### config.mk
export PLATFORM = sky130hd
export DESIGN_NAME = uart_tx_ser
export DESIGN_NICKNAME = d
export VERILOG_FILES = /design/src/rtl/uart_tx_ser.sv
export SDC_FILE = /design/constraint.sdc
export NUM_CORES = 1
export LEC_CHECK = 0
export CAP_MARGIN = 20
export CORE_ASPECT_RATIO = 0.75
export CORE_MARGIN = 3
export CORE_UTILIZATION = 56
export CTS_BUF_LIST = sky130_fd_sc_hd__clkbuf_4
export CTS_CLUSTER_DIAMETER = 60
export DETAILED_ROUTE_END_ITERATION = 10
export PLACE_DENSITY_LB_ADDON = 0.1
export SETUP_SLACK_MARGIN = 0.4
export SLEW_MARGIN = 20
export SYNTH_ARGS = -nofsm -noshare
export SYNTH_HDL_FRONTEND = slang
export SYNTH_SLANG_ARGS = --single-unit
### constraint.sdc
create_clock -name clk -period 2.55 [get_ports clk]
set_input_delay 0.51 -clock clk [delete_from_list [all_inputs] [get_ports clk]]
set_output_delay 0.51 -clock clk [all_outputs]
set_load 0.005 [all_outputs]
### src/rtl/uart_tx_ser.sv
// uart_tx_ser: UART transmit serializer for the UART_APB TX path.
//
// Accepts a byte from the upstream TX buffer over a valid/ready handshake.
// It then shifts out a start bit, the data bits LSB-first, an optional even
// parity bit and STOP_BITS stop bits. Each serial bit lasts CLK_DIV clk cycles,
// and that timing comes from an internal baud counter.
//
// Optional feature: define UART_TX_PARITY_EN to insert an even-parity bit
// after the data bits. When it is undefined there is no PARITY state and no
// parity register.
//
// Ports:
//   clk       in   system clock, rising edge
//   rst       in   synchronous active-high reset
//   data_i    in   byte to transmit, sampled on handshake
//   valid_in  in   upstream has a byte
//   ready_in  out  serializer can accept a byte (IDLE and not in reset)
//   tx_o      out  registered serial line, idles high
//   busy_o    out  a frame is in progress
module uart_tx_ser #(
  parameter int unsigned DATA_WIDTH = 8,
  parameter int unsigned CLK_DIV    = 16,
  parameter int unsigned STOP_BITS  = 1
) (
  input  logic                  clk,
  input  logic                  rst,
  input  logic [DATA_WIDTH-1:0] data_i,
  input  logic                  valid_in,
  output logic                  ready_in,
  output logic                  tx_o,
  output logic                  busy_o
);

  localparam int unsigned BaudW = $clog2(CLK_DIV);
  localparam int unsigned BitW  = $clog2(DATA_WIDTH) + 1;

  localparam logic [BaudW-1:0] BaudLast = BaudW'(CLK_DIV - 1);
  localparam logic [BaudW-1:0] BaudOne  = BaudW'(1);
  localparam logic [BitW-1:0]  DataLast = BitW'(DATA_WIDTH - 1);
  localparam logic [BitW-1:0]  StopLast = BitW'(STOP_BITS - 1);
  localparam logic [BitW-1:0]  BitOne   = BitW'(1);

  typedef enum logic [2:0] {
    StIdle,
    StStart,
    StData,
`ifdef UART_TX_PARITY_EN
    StParity,
`endif
    StStop
  } state_e;

  state_e                  state_q;
  logic                    tx_q;
  logic [BaudW-1:0]        baud_q;
  logic [BitW-1:0]         bit_q;
  logic [DATA_WIDTH-1:0]   shift_q;
  logic [DATA_WIDTH-1:0]   shift_nxt;
  logic                    baud_wrap;
`ifdef UART_TX_PARITY_EN
  logic                    par_q;
`endif

  assign shift_nxt = {1'b0, shift_q[DATA_WIDTH-1:1]};
  assign baud_wrap = (baud_q == BaudLast);

  assign ready_in = (state_q == StIdle) & ~rst;
  assign busy_o   = (state_q != StIdle);
  assign tx_o     = tx_q;

  // tx_q is loaded together with each state change so that the line level
  // always matches the state that is being entered.
  always_ff @(posedge clk) begin
    if (rst) begin
      state_q <= StIdle;
      tx_q    <= 1'b1;
      baud_q  <= '0;
      bit_q   <= '0;
      shift_q <= '0;
`ifdef UART_TX_PARITY_EN
      par_q   <= 1'b0;
`endif
    end else begin
      unique case (state_q)
        StIdle: begin
          if (valid_in) begin
            state_q <= StStart;
            tx_q    <= 1'b0;
            shift_q <= data_i;
            baud_q  <= '0;
            bit_q   <= '0;
`ifdef UART_TX_PARITY_EN
            par_q   <= ^data_i;
`endif
          end
        end

        StStart: begin
          if (baud_wrap) begin
            baud_q  <= '0;
            state_q <= StData;
            tx_q    <= shift_q[0];
          end else begin
            baud_q <= baud_q + BaudOne;
          end
        end

        StData: begin
          if (baud_wrap) begin
            baud_q  <= '0;
            shift_q <= shift_nxt;
            if (bit_q == DataLast) begin
              bit_q <= '0;
`ifdef UART_TX_PARITY_EN
              state_q <= StParity;
              tx_q    <= par_q;
`else
              state_q <= StStop;
              tx_q    <= 1'b1;
`endif
            end else begin
              bit_q <= bit_q + BitOne;
              tx_q  <= shift_nxt[0];
            end
          end else begin
            baud_q <= baud_q + BaudOne;
          end
        end

`ifdef UART_TX_PARITY_EN
        StParity: begin
          if (baud_wrap) begin
            baud_q  <= '0;
            state_q <= StStop;
            tx_q    <= 1'b1;
          end else begin
            baud_q <= baud_q + BaudOne;
          end
        end
`endif

        StStop: begin
          // bit_q counts stop-bit periods when STOP_BITS is 2.
          if (baud_wrap) begin
            baud_q <= '0;
            if (bit_q == StopLast) begin
              bit_q   <= '0;
              state_q <= StIdle;
              tx_q    <= 1'b1;
            end else begin
              bit_q <= bit_q + BitOne;
            end
          end else begin
            baud_q <= baud_q + BaudOne;
          end
        end

        default: begin
          state_q <= StIdle;
          tx_q    <= 1'b1;
        end
      endcase
    end
  end

endmodule

==> out/qor.txt, run 1 <==
outcome = finished, final reports clean
Worst VDD drop = 0.769 mV
Async SR Flop Fraction = 0%
Num Clock Sinks = 19
post-route ant nets = 0
Fill cells = 144
Total GRT Usage = 20.7%
register area share after synthesis = 35.5%
setup TNS = 0 ns
Top delay family on crit path = buffers and inverters
CTS tree = done
DR vias = 952
Power Dens Cells = 993 nW/um^2
Crit. path cell count = 4
WL met1 = 1140 microns
largest net degree at the start of global routing = 21
Netlist cell types = 34
layout cells sized above 1 = 10.5%
first-pass GRT wire length = 3940 microns
number of global-route vias before repair = 905
DP Worst Slack = 0.189 ns
Final nets = 163
total design power = 0.00127 W
reg-to-reg critical path endpoint = shift_q[4]$_SDFFE_PP0P_
WL met3 = 111 microns
Hold Crit Class = reg2reg
Die W = 56.5 microns
Min Hold Slack = 0.483 ns
Crit Path Max Fanout = 5
max_slew headroom = 41.6%
total leakage power = 0.489 nW
Synth Flop Type = dfxtp_1
worst path cell trace = inv_2 -> ha_2 -> inv_2 -> clkdlybuf4s50_1
area of the core = 1770 sq um
Reg2Reg Depth = 6
final count of negative-setup-slack endpoints = 0
CTS Buf Count = 3
Initial DRC Count = 20
Required @ worst endpoint = 2.04 ns
Clock Skews = 0.00168 ns
grt total ovfl = 0
final hold vios = 0
element type at the critical path end = output pin
CP Launch Point = state_q[1]$_SDFFE_PP0P_
Worst-path clk slew = 0.12 ns
Final Util = 72.1%
Mapped Cells = 128
Crit Reg-Reg Startpoint = state_q[1]$_SDFFE_PP0P_
Max Used Layer = met4
CTS H-tree lvls = 1
Final Critical Period = 2.04 ns
wire per inst = 14.1 microns
PortBufs = 13
initial core utilization = 60.5%
startpoint types = flip-flop
Mapped Avg Cell Area = 8.38 sq um
crit path DAT = 1.53 ns
Worst Setup EP = busy_o
WL final = 2330 microns
number of remaining DRC errors = 0
clock insertion delay at the later pin of the skew report = 0.31 ns
CP Class = reg2out
initial antenna violation count = 0
syn nets = 147
Pre-antenna DRT Iters = 4
Tightest Pin Transition = 0.875 ns
Max clock buf depth = 2
Post-synth EDFFs = 0
HPWL after detailed placement = 1710 microns
root buf cell = clkbuf_4
row cnt = 13
Placer Congestion = 0.786
met2 WL = 1060 microns
Die Ht = 43.9 microns
CP dominant cell by count = inv_2
post-synthesis cell area = 1070 sq um
fmax = 0.491 GHz
final worst path period share = 79.8%
RSZ-0062 raised after global routing = true
max_cap viols = 0
die area = 2480 sq um
max incr delay on CP = 0.50 ns
YS warnings = 0
Antenna Cells = 0
Setup WS post-layout = 0.514 ns
Slowest cell on crit path = clkdlybuf4s50_1
Avg Vias per Cell = 5.77
r2r setup slk = 0.52 ns
Worst Path Buf+Inv = 3
Slew Viols, Final = 0
IO Count = 14
P&R area growth vs syn = 19.3%
Seq cells post-synth = 19
-- through the flow --
| step | area (sq um) | cells |
|---|---|---|
| 3_3_place_gp | 1220 | 160 |
| 3_5_place_dp | 1220 | 160 |
| 4_1_cts | 1270 | 165 |
| 2_1_floorplan | 1070 | 128 |
| 5_1_grt | 1280 | 165 |
| 6_report | 1280 | 165 |
-- worst min path at each step --
stage                              end                     from  cells past startpoint
2_1_floorplan  shift_q[7]$_SDFFE_PP0P_  shift_q[7]$_SDFFE_PP0P_                      2
3_3_place_gp   shift_q[7]$_SDFFE_PP0P_  shift_q[7]$_SDFFE_PP0P_                      2
3_5_place_dp   shift_q[7]$_SDFFE_PP0P_  shift_q[7]$_SDFFE_PP0P_                      2
4_1_cts        shift_q[7]$_SDFFE_PP0P_  shift_q[7]$_SDFFE_PP0P_                      2
5_1_grt        shift_q[7]$_SDFFE_PP0P_  shift_q[7]$_SDFFE_PP0P_                      2
6_report       shift_q[7]$_SDFFE_PP0P_  shift_q[7]$_SDFFE_PP0P_                      2
-- area by class of cell --
class	count	area [sq um]	share of cell area [%]
clock inverter	1	7.51	0.587
tap	22	27.5	2.15
sequential	19	385	30.1
clock buffer	3	22.5	1.76
multi-input combinational	99	658	51.5
timing repair buffer	16	159	12.4
inverter	5	18.8	1.47
-- cells in the mapped netlist, types with 2 or more instances --
library cell	count	share of area, %
a211o_1	3	2.5
a211oi_1	8	5.6
a21o_1	2	1.4
a21oi_1	9	4.2
clkbuf_1	4	1.4
dfxtp_1	19	35
ha_1	8	9.3
inv_1	5	1.8
mux2i_1	7	6.5
nand2_1	7	2.5
nand3_1	7	3.3
nor2_1	17	6.0
nor2b_1	5	2.9
nor3_1	3	1.4
o21ai_0	3	1.4
o22ai_1	2	1.2
or4_1	2	1.4
-- sequential cells by signal (all words and copies together) (netlist names) --
signal / count
shift_q: 8
baud_q: 4
bit_q: 4
state_q: 2
tx_o: 1
-- logic make-up (layout without fill, tap and decap cells) --
group / after synthesis / after routing / share of synthesized area (%)
fa+ha+maj: 8 / 8 / 9.34
buf+inv: 10 / 25 / 3.62
compound gates: 36 / 36 / 23.3
simple gates: 48 / 48 / 21.7
flops: 19 / 19 / 35.5
mux: 7 / 7 / 6.53
-- where the power goes --
part           switching [W]  leakage, nW  internal [W]
registers          0.0000626        0.157      0.000396
logic               0.000353        0.318      0.000293
clock network       0.000105       0.0139     0.0000599
total               0.000520        0.489      0.000749
-- per-layer routing --
metal | vias to the layer above | track usage, %
met4 | 0 | 6.16
met3 | 4 | 6.85
met5 | - | 0
met2 | 25 | 33.4
met1 | 427 | 26.6
li1 | 496 | -
-- worst min-delay path: stages, from the launching register on --
cell and delay, ns:
dfxtp_1 0.33, nand2b_1 0.06, a21oi_1 0.05
-- placed cells by master, fill, tap and decap left out, types with 2 or more instances in the layout --
cell type,instances
mux2i_1,7
ha_2,2
a21o_1,2
nand3_1,7
a211o_1,3
dfxtp_1,17
buf_4,2
inv_1,2
nor2_1,17
o22ai_1,2
clkbuf_4,3
o21ai_0,3
inv_2,3
or4_1,2
nor2b_1,5
clkdlybuf4s50_1,12
a211oi_1,8
nor3_1,3
ha_1,6
nand2_1,7
a21oi_1,9
-- what timing repair did --
item | 4_1_cts | 5_1_grt
pin swaps | 1 | 0
hold buffers | 0 | 0
resized for setup | 4 | 6
buffers inserted | 1 | 0
setup endpoints to repair | 4 | 13
No activity file was read; power rests on OpenSTA's default activity.
==> run 2, diff against run 1 <==
- CORE_UTILIZATION: 56 -> 51
- clock period: 2.55 -> 1.8 ns (I/O delays scaled with it)
==> out/qor.txt, run 2 (synthesis results as in run 1) <==
Fill cells = 106 (-26%)
CTS tree = done
HPWL after detailed placement = 1720 microns (+0.47%)
largest reg by FF count = shift_q
number of global-route vias before repair = 943 (+4.2%)
Slowest cell on crit path = or4_1
commonest non-fill, non-tap cell in the layout = buf_4
total leakage power = 0.605 nW (+24%)
die area = 2690 sq um (+8.6%)
Initial DRC Count = 105 (+430%)
grt total ovfl = 0 (unchanged)
final worst path period share = 103%
Num Clock Sinks = 19 (unchanged)
Avg Vias per Cell = 6.12 (+6.1%)
Required @ worst endpoint = 2.05 ns (about the same)
Clock Skews = 0.00661 ns (+0.00493 ns)
most frequent cells in the layout = 20 x buf_4, 15 x nor2_1, 12 x dfxtp_1
Die W = 58.9 microns (+4.3%)
Tightest Pin Transition = 0.383 ns (-0.492 ns)
P&R area growth vs syn = 44.7%
Power Dens Cells = 1490 nW/um^2 (+50%)
max incr delay on CP = 0.41 ns (-0.09 ns)
CTS Buf Count = 3 (unchanged)
Worst VDD drop = 1.08 mV (+40%)
Largest regs = shift_q: 8 flops, baud_q: 4 flops, bit_q: 4 flops
initial core utilization = 57.8% (-2.7 points)
worst path cell trace = inv_4 -> ha_4 -> or2_4 -> a211o_1 -> or4_1 -> a31oi_1
CP Class = reg2reg
Die Ht = 45.7 microns (+4.1%)
first-pass GRT wire length = 4220 microns (+7.0%)
max_cap viols = 0 (unchanged)
CTS H-tree lvls = 1 (unchanged)
DR vias = 1,133 (+19%)
max_slew headroom = 74.2% (+33 points)
Cell Count, Final, Fillers Out = 185 (+12%)
area of the core = 1850 sq um (+4.6%)
number of remaining DRC errors = 0 (unchanged)
placed insts = 171 (+6.9%)
final hold vios = 0 (unchanged)
critical hold path startpoint = bit_q[1]$_SDFFE_PP0P_
Worst-path clk slew = 0.11 ns (about the same)
root buf cell = clkbuf_4
largest net degree at the start of global routing = 21 (unchanged)
clock insertion delay at the later pin of the skew report = 0.31 ns (about the same)
CP Launch Point = state_q[0]$_SDFFE_PP0P_
Final Critical Period = 1.85 ns
total design power = 0.00231 W (+82%)
Switch Pwr = 0.000932 W (+79%)
Crit Reg-Reg Startpoint = state_q[0]$_SDFFE_PP0P_
Placer Congestion = 0.830 (+5.6%)
layout cells sized above 1 = 36.8% (+26 points)
Combinational Power Share = 61.4% (+10 points)
initial antenna violation count = 0 (unchanged)
Reg power frac = 28.8% (-7.3 points)
Pre-antenna DRT Iters = 4 (unchanged)
Crit Path Max Fanout = 6 (+1)
clock share of power = 9.8% (-3.2 points)
RSZ-0062 raised after global routing = true
max FFs per register = 8 (unchanged)
IO Count = 14 (unchanged)
Min Hold Slack = 0.482 ns (-0.000965 ns)
Sequential Area = 392 sq um (+1.6%)
Slew Viols, Final = 0 (unchanged)
crit path DAT = 2.09 ns (+0.56 ns)
Multi-input gate area = 771 sq um (+17%)
Total GRT Usage = 20.9% (+0.17 points)
startpoint types = flip-flop
cell area after layout = 1550 sq um (+21%)
outcome = complete, but fails checks
WL final = 3010 microns (+29%)
fmax = 0.542 GHz
final count of negative-setup-slack endpoints = 3 (+3)
element type at the critical path end = flip-flop
Hold Crit Class = reg2reg
Antenna Cells = 0 (unchanged)
wire per inst = 16.3 microns (+15%)
Final nets = 183 (+12%)
dpl cell area = 1330 sq um (+8.2%)
row cnt = 13 (unchanged)
failing checks = setup timing
sw frac = 40.4% (-0.57 points)
PortBufs = 13 (unchanged)
Setup WS post-layout = -0.0467 ns (-0.561 ns)
Max clock buf depth = 2 (unchanged)
Int Pwr = 0.00137 W (+83%)
post-route ant nets = 0 (unchanged)
-- run 2: cell count changes in the layout (fill, tap and decap cells not counted), sizes merged --
cell	delta
clkinvlp	-1
clkinv	+1
dlygate4sd2	+3
clkdlybuf4s50	-2
buf	+20
dlymetal6s2s	-1
-- run 2: what timing repair did --
action,4_1_cts,5_1_grt
endpoints found under the setup margin,22,21
resized for setup,24,19
hold endpoints to repair,0,0
hold buffers,0,0
pin swaps,4,5
buffers inserted,4,5
gates cloned,1,0
-- run 2: critical path, delay by kind of cell, from the launching register on --
| family | cells | cell delay (ns) |
|---|---|---|
| fa+ha+maj | 1 | 0.18 |
| buf+inv | 1 | 0.07 |
| compound gates | 2 | 0.46 |
| flops | 1 | 0.40 |
| simple gates | 2 | 0.68 |
-- run 2: per-stage QoR --
stage,utilization (%),setup slack (ns),TNS (ns)
after detailed placement,71.5,-0.0348,-0.0348
after global placement,71.5,-0.0000687,-0.0000687
final,83.7,-0.0467,-0.0996
after global routing,83.7,-0.116,-0.230
after CTS,77.7,0.0200,0
after floorplan,-,0.0983,0
-- run 2: cell type report --
type / instances / share of cell area, %
clock inverters: 1 / 0.323
clock buffers: 3 / 1.45
inverters: 5 / 1.53
well taps: 22 / 1.77
flip-flops and latches: 19 / 25.2
multi-input cells: 99 / 49.7
repair buffers: 36 / 20.0
-- run 2: final timing paths --
kind | endpoint | slack, ns | cells after the start
setup reg to reg | bit_q[3]$_SDFFE_PP0P_ | -0.05 | 6
hold reg to reg | bit_q[1]$_SDFFE_PP0P_ | 0.48 | 2
setup / recovery | bit_q[3]$_SDFFE_PP0P_ | -0.05 | 6
hold / removal | bit_q[1]$_SDFFE_PP0P_ | 0.48 | 2
-- run 2: routing by layer --
layer / GRT usage, % / wire [microns]
met5: 0 / 0
met4: 3.17 / 78
met3: 5.95 / 191
met2: 35.7 / 1390
met1: 26.9 / 1350
-- run 2: power groups by stage --
stage,logic (W),clock network (W),registers [W]
floorplan,0.000676,0,0.000637
global placement,0.000962,0,0.000648
detailed placement,0.000982,0,0.000655
CTS,0.00112,0.000226,0.000652
global route,0.00152,0.000249,0.000676
finish,0.00142,0.000226,0.000663
==> run 3, diff against run 2 <==
- CORE_UTILIZATION: 51 -> 58
- DONT_BUFFER_PORTS: unset -> 1
==> out/qor.txt, run 3 <==
Die Ht = 43.2 microns (-5.4%)
Synth area leader = dfxtp_1
placed insts = 156 (-8.8%)
largest net degree at the start of global routing = 22
Mapped Avg Cell Area = 8.38 sq um (unchanged)
CTS H-tree lvls = 1 (unchanged)
HPWL after detailed placement = 1810 microns (+5.3%)
initial core utilization = 66.7% (+8.9 points)
Max clock buf depth = 2 (unchanged)
post-GRT worst EP = bit_q[3]$_SDFFE_PP0P_/D
Async SR Flop Fraction = 0% (unchanged)
Post-synth top cells = 19 x dfxtp_1, 17 x nor2_1, 9 x a21oi_1, 8 x a211oi_1, 8 x ha_1
PortBufs = 0 (-13)
Synth Flop Type = dfxtp_1
YS warnings = 0 (unchanged)
root buf cell = clkbuf_4
worst endpoint type = register input
CTS Buf Count = 3 (unchanged)
Placer Congestion = 0.851 (+2.5%)
dpl cell area = 1190 sq um (-10%)
Seq cells post-synth = 19 (unchanged)
syn nets = 147 (unchanged)
Synth top area share = 35.5% (unchanged)
Mapped Cells = 128 (unchanged)
Die W = 55.7 microns (-5.6%)
count leader, synth = dfxtp_1
Area contributors post-synth = dfxtp_1 35%, ha_1 9.3%, mux2i_1 6.5%
Netlist cell types = 34 (unchanged)
outcome = stopped before the end
Num Clock Sinks = 19 (unchanged)
IO Count = 14 (unchanged)
Post-synth EDFFs = 0 (unchanged)
row cnt = 12 (-1)
Err = [ERROR DPL-0038] Utilization greater than 100%, impossible to legalize
Halt Stage = 5_1_grt
post-synthesis cell area = 1070 sq um (unchanged)
register area share after synthesis = 35.5% (unchanged)
-- run 3: metrics by stage --
step	util (%)	TNS (ns)	setup WS, ns
floorplan	-	0	0.0983
global placement	73.8	-0.00474	-0.00474
detailed placement	73.8	-0.776	-0.137
CTS	84.4	0	0.0277
-- run 3: cell families after synthesis --
logic type,Yosys count,synth area share (%)
adders and majority gates,8,9.34
buffers and inverters,10,3.62
and+or+nand+nor,48,21.7
muxes,7,6.53
DFF,19,35.5
AOI/OAI and AO/OA,36,23.3
-- run 3: timing repair --
item / 4_1_cts
setup endpoints to repair: 21
pin swaps: 8
setup buffers: 6
gates cloned: 1
hold buffers: 0
resized for setup: 18
==> run 4, diff against run 3 <==
- CORE_AREA: unset -> 3 3 64 66
- CORE_ASPECT_RATIO: 0.75 -> unset
- CORE_MARGIN: 3 -> unset
- CORE_UTILIZATION: 58 -> unset
- CTS_BUF_LIST: sky130_fd_sc_hd__clkbuf_4 -> unset
- CTS_CLUSTER_DIAMETER: 60 -> unset
- DIE_AREA: unset -> 0 0 67 69
- PLACE_DENSITY_LB_ADDON: 0.1 -> 0.15
- SETUP_SLACK_MARGIN: 0.4 -> unset
- clock period: 1.8 -> 2.3 ns (I/O delays scaled with it)
==> out/qor.txt, run 4 (synthesis results as in run 1) <==
crit path DAT = 2.30 ns
number of global-route vias before repair = 860
Worst VDD drop = 0.379 mV
IO Count = 14 (unchanged)
max_cap viols = 0
WL final = 2370 microns
CTS Buf Count = 3 (unchanged)
cell area after layout = 1170 sq um
Int Pwr = 0.000813 W
area of the core = 3630 sq um
most frequent cells in the layout = 19 x dfxtp_1, 17 x nor2_1, 9 x a21oi_1
max incr delay on CP = 0.42 ns
Total GRT Usage = 10.8%
element type at the critical path end = flip-flop
hold buffers post-CTS = 0 (unchanged)
CP Class = reg2reg
Worst-path clk slew = 0.08 ns
DR vias = 905
Slowest cell on crit path = or4_1
clock insertion delay at the later pin of the skew report = 0.26 ns
initial antenna violation count = 0
Max clock buf depth = 2 (unchanged)
dpl cell area = 1120 sq um (-5.6%)
first-pass GRT wire length = 3970 microns
Reg power frac = 36.5%
Placer Congestion = 0.767 (-9.9%)
Switch Pwr = 0.000554 W
Clock Skews = 0.00645 ns
Pre-antenna DRT Iters = 4
wire per inst = 13.4 microns
Combinational Power Share = 45.9%
Power Dens Cells = 1170 nW/um^2
Num Clock Sinks = 19 (unchanged)
initial core utilization = 29.5% (-37 points)
startpoint types = flip-flop
Avg Vias per Cell = 5.14
sw frac = 40.5%
P&R area growth vs syn = 9.33%
max_slew headroom = 55.1%
largest reg by FF count = shift_q
die area = 4620 sq um
Final Critical Period = 2.12 ns
total leakage power = 0.430 nW
root buf cell = clkbuf_8
HPWL after detailed placement = 1770 microns (-1.9%)
grt total ovfl = 0
Initial DRC Count = 43
layout cells sized above 1 = 3.91%
Required @ worst endpoint = 2.48 ns
row cnt = 22 (+10)
Hold Crit Class = in2reg
Antenna Cells = 0
worst path cell trace = inv_1 -> ha_1 -> or2_1 -> a211o_1 -> or4_1 -> a31oi_1
fmax = 0.473 GHz
outcome = finished, final reports clean
final worst path period share = 92.0%
post-route ant nets = 0
final hold vios = 0
Die W = 67 microns (+20%)
PortBufs = 0 (unchanged)
Final Util = 32.3%
CTS H-tree lvls = 1 (unchanged)
CTS tree = done
Die Ht = 69 microns (+60%)
Final nets = 148
commonest non-fill, non-tap cell in the layout = dfxtp_1
final count of negative-setup-slack endpoints = 0
number of remaining DRC errors = 0
clock share of power = 17.6%
Crit Path Max Fanout = 7
Tightest Pin Transition = 0.673 ns
RSZ-0062 raised after global routing = false
max FFs per register = 8
Largest regs = shift_q: 8 flops, baud_q: 4 flops, bit_q: 4 flops
largest net degree at the start of global routing = 22
setup TNS = 0 ns
Slew Viols, Final = 0
-- run 4: repair_timing --
item	CTS	global route
resized for setup	0	1
endpoints found under the setup margin	0	5
buffers inserted	0	0
-- run 4: worst paths after layout --
| check | slack [ns] | from | endpoint | cells past startpoint |
|---|---|---|---|---|
| min reg2reg | 0.48 | shift_q[7]$_SDFFE_PP0P_ | shift_q[7]$_SDFFE_PP0P_ | 2 |
| min | 0.26 | rst | baud_q[2]$_SDFFE_PP0P_ | 1 |
| max | 0.18 | state_q[0]$_SDFFE_PP0P_ | bit_q[3]$_SDFFE_PP0P_ | 6 |
| max reg2reg | 0.18 | state_q[0]$_SDFFE_PP0P_ | bit_q[3]$_SDFFE_PP0P_ | 6 |
-- run 4: power by group through the flow --
stage	clock (W)	combinational [W]	sequential (W)
global placement	0	0.000608	0.000506
finish	0.000240	0.000627	0.000499
global route	0.000261	0.000715	0.000511
CTS	0.000251	0.000618	0.000499
detailed placement	0	0.000615	0.000506
floorplan	0	0.000512	0.000490
-- run 4: final cells by class --
type	count	area (sq um)
tap	48	60.1
clock buffer	4	45.0
multi-input combinational	99	661
fill	399	2460
inverter	5	18.8
sequential	19	380
timing repair buffer	1	7.51
-- run 4: stage by stage --
stage / hold slack, ns / total power (W) / instances / setup slack [ns]
after global placement: 0.457 / 0.00111 / 172 / 0.246
after floorplan: 0.446 / 0.00100 / 128 / 0.394
final: 0.264 / 0.00137 / 176 / 0.184
after detailed placement: 0.464 / 0.00112 / 172 / 0.212
after CTS: 0.253 / 0.00137 / 176 / 0.200
after global routing: 0.253 / 0.00149 / 176 / 0.0964
-- run 4: per-layer routing --
layer	GRT usage [%]	share of wire, %
met1	13.8	48
met2	17.2	47
met3	2.77	3.8
met4	3.83	1.1
met5	0	0
-- run 4: critical path: cells and delay by family (launching register included) --
family	cells	cell delay [ns]
AND/OR/NAND/NOR	2	0.71
AO/OA/AOI/OAI	2	0.55
flip-flops	1	0.38
adder cells (fa/ha/maj)	1	0.31
buffers and inverters	1	0.10
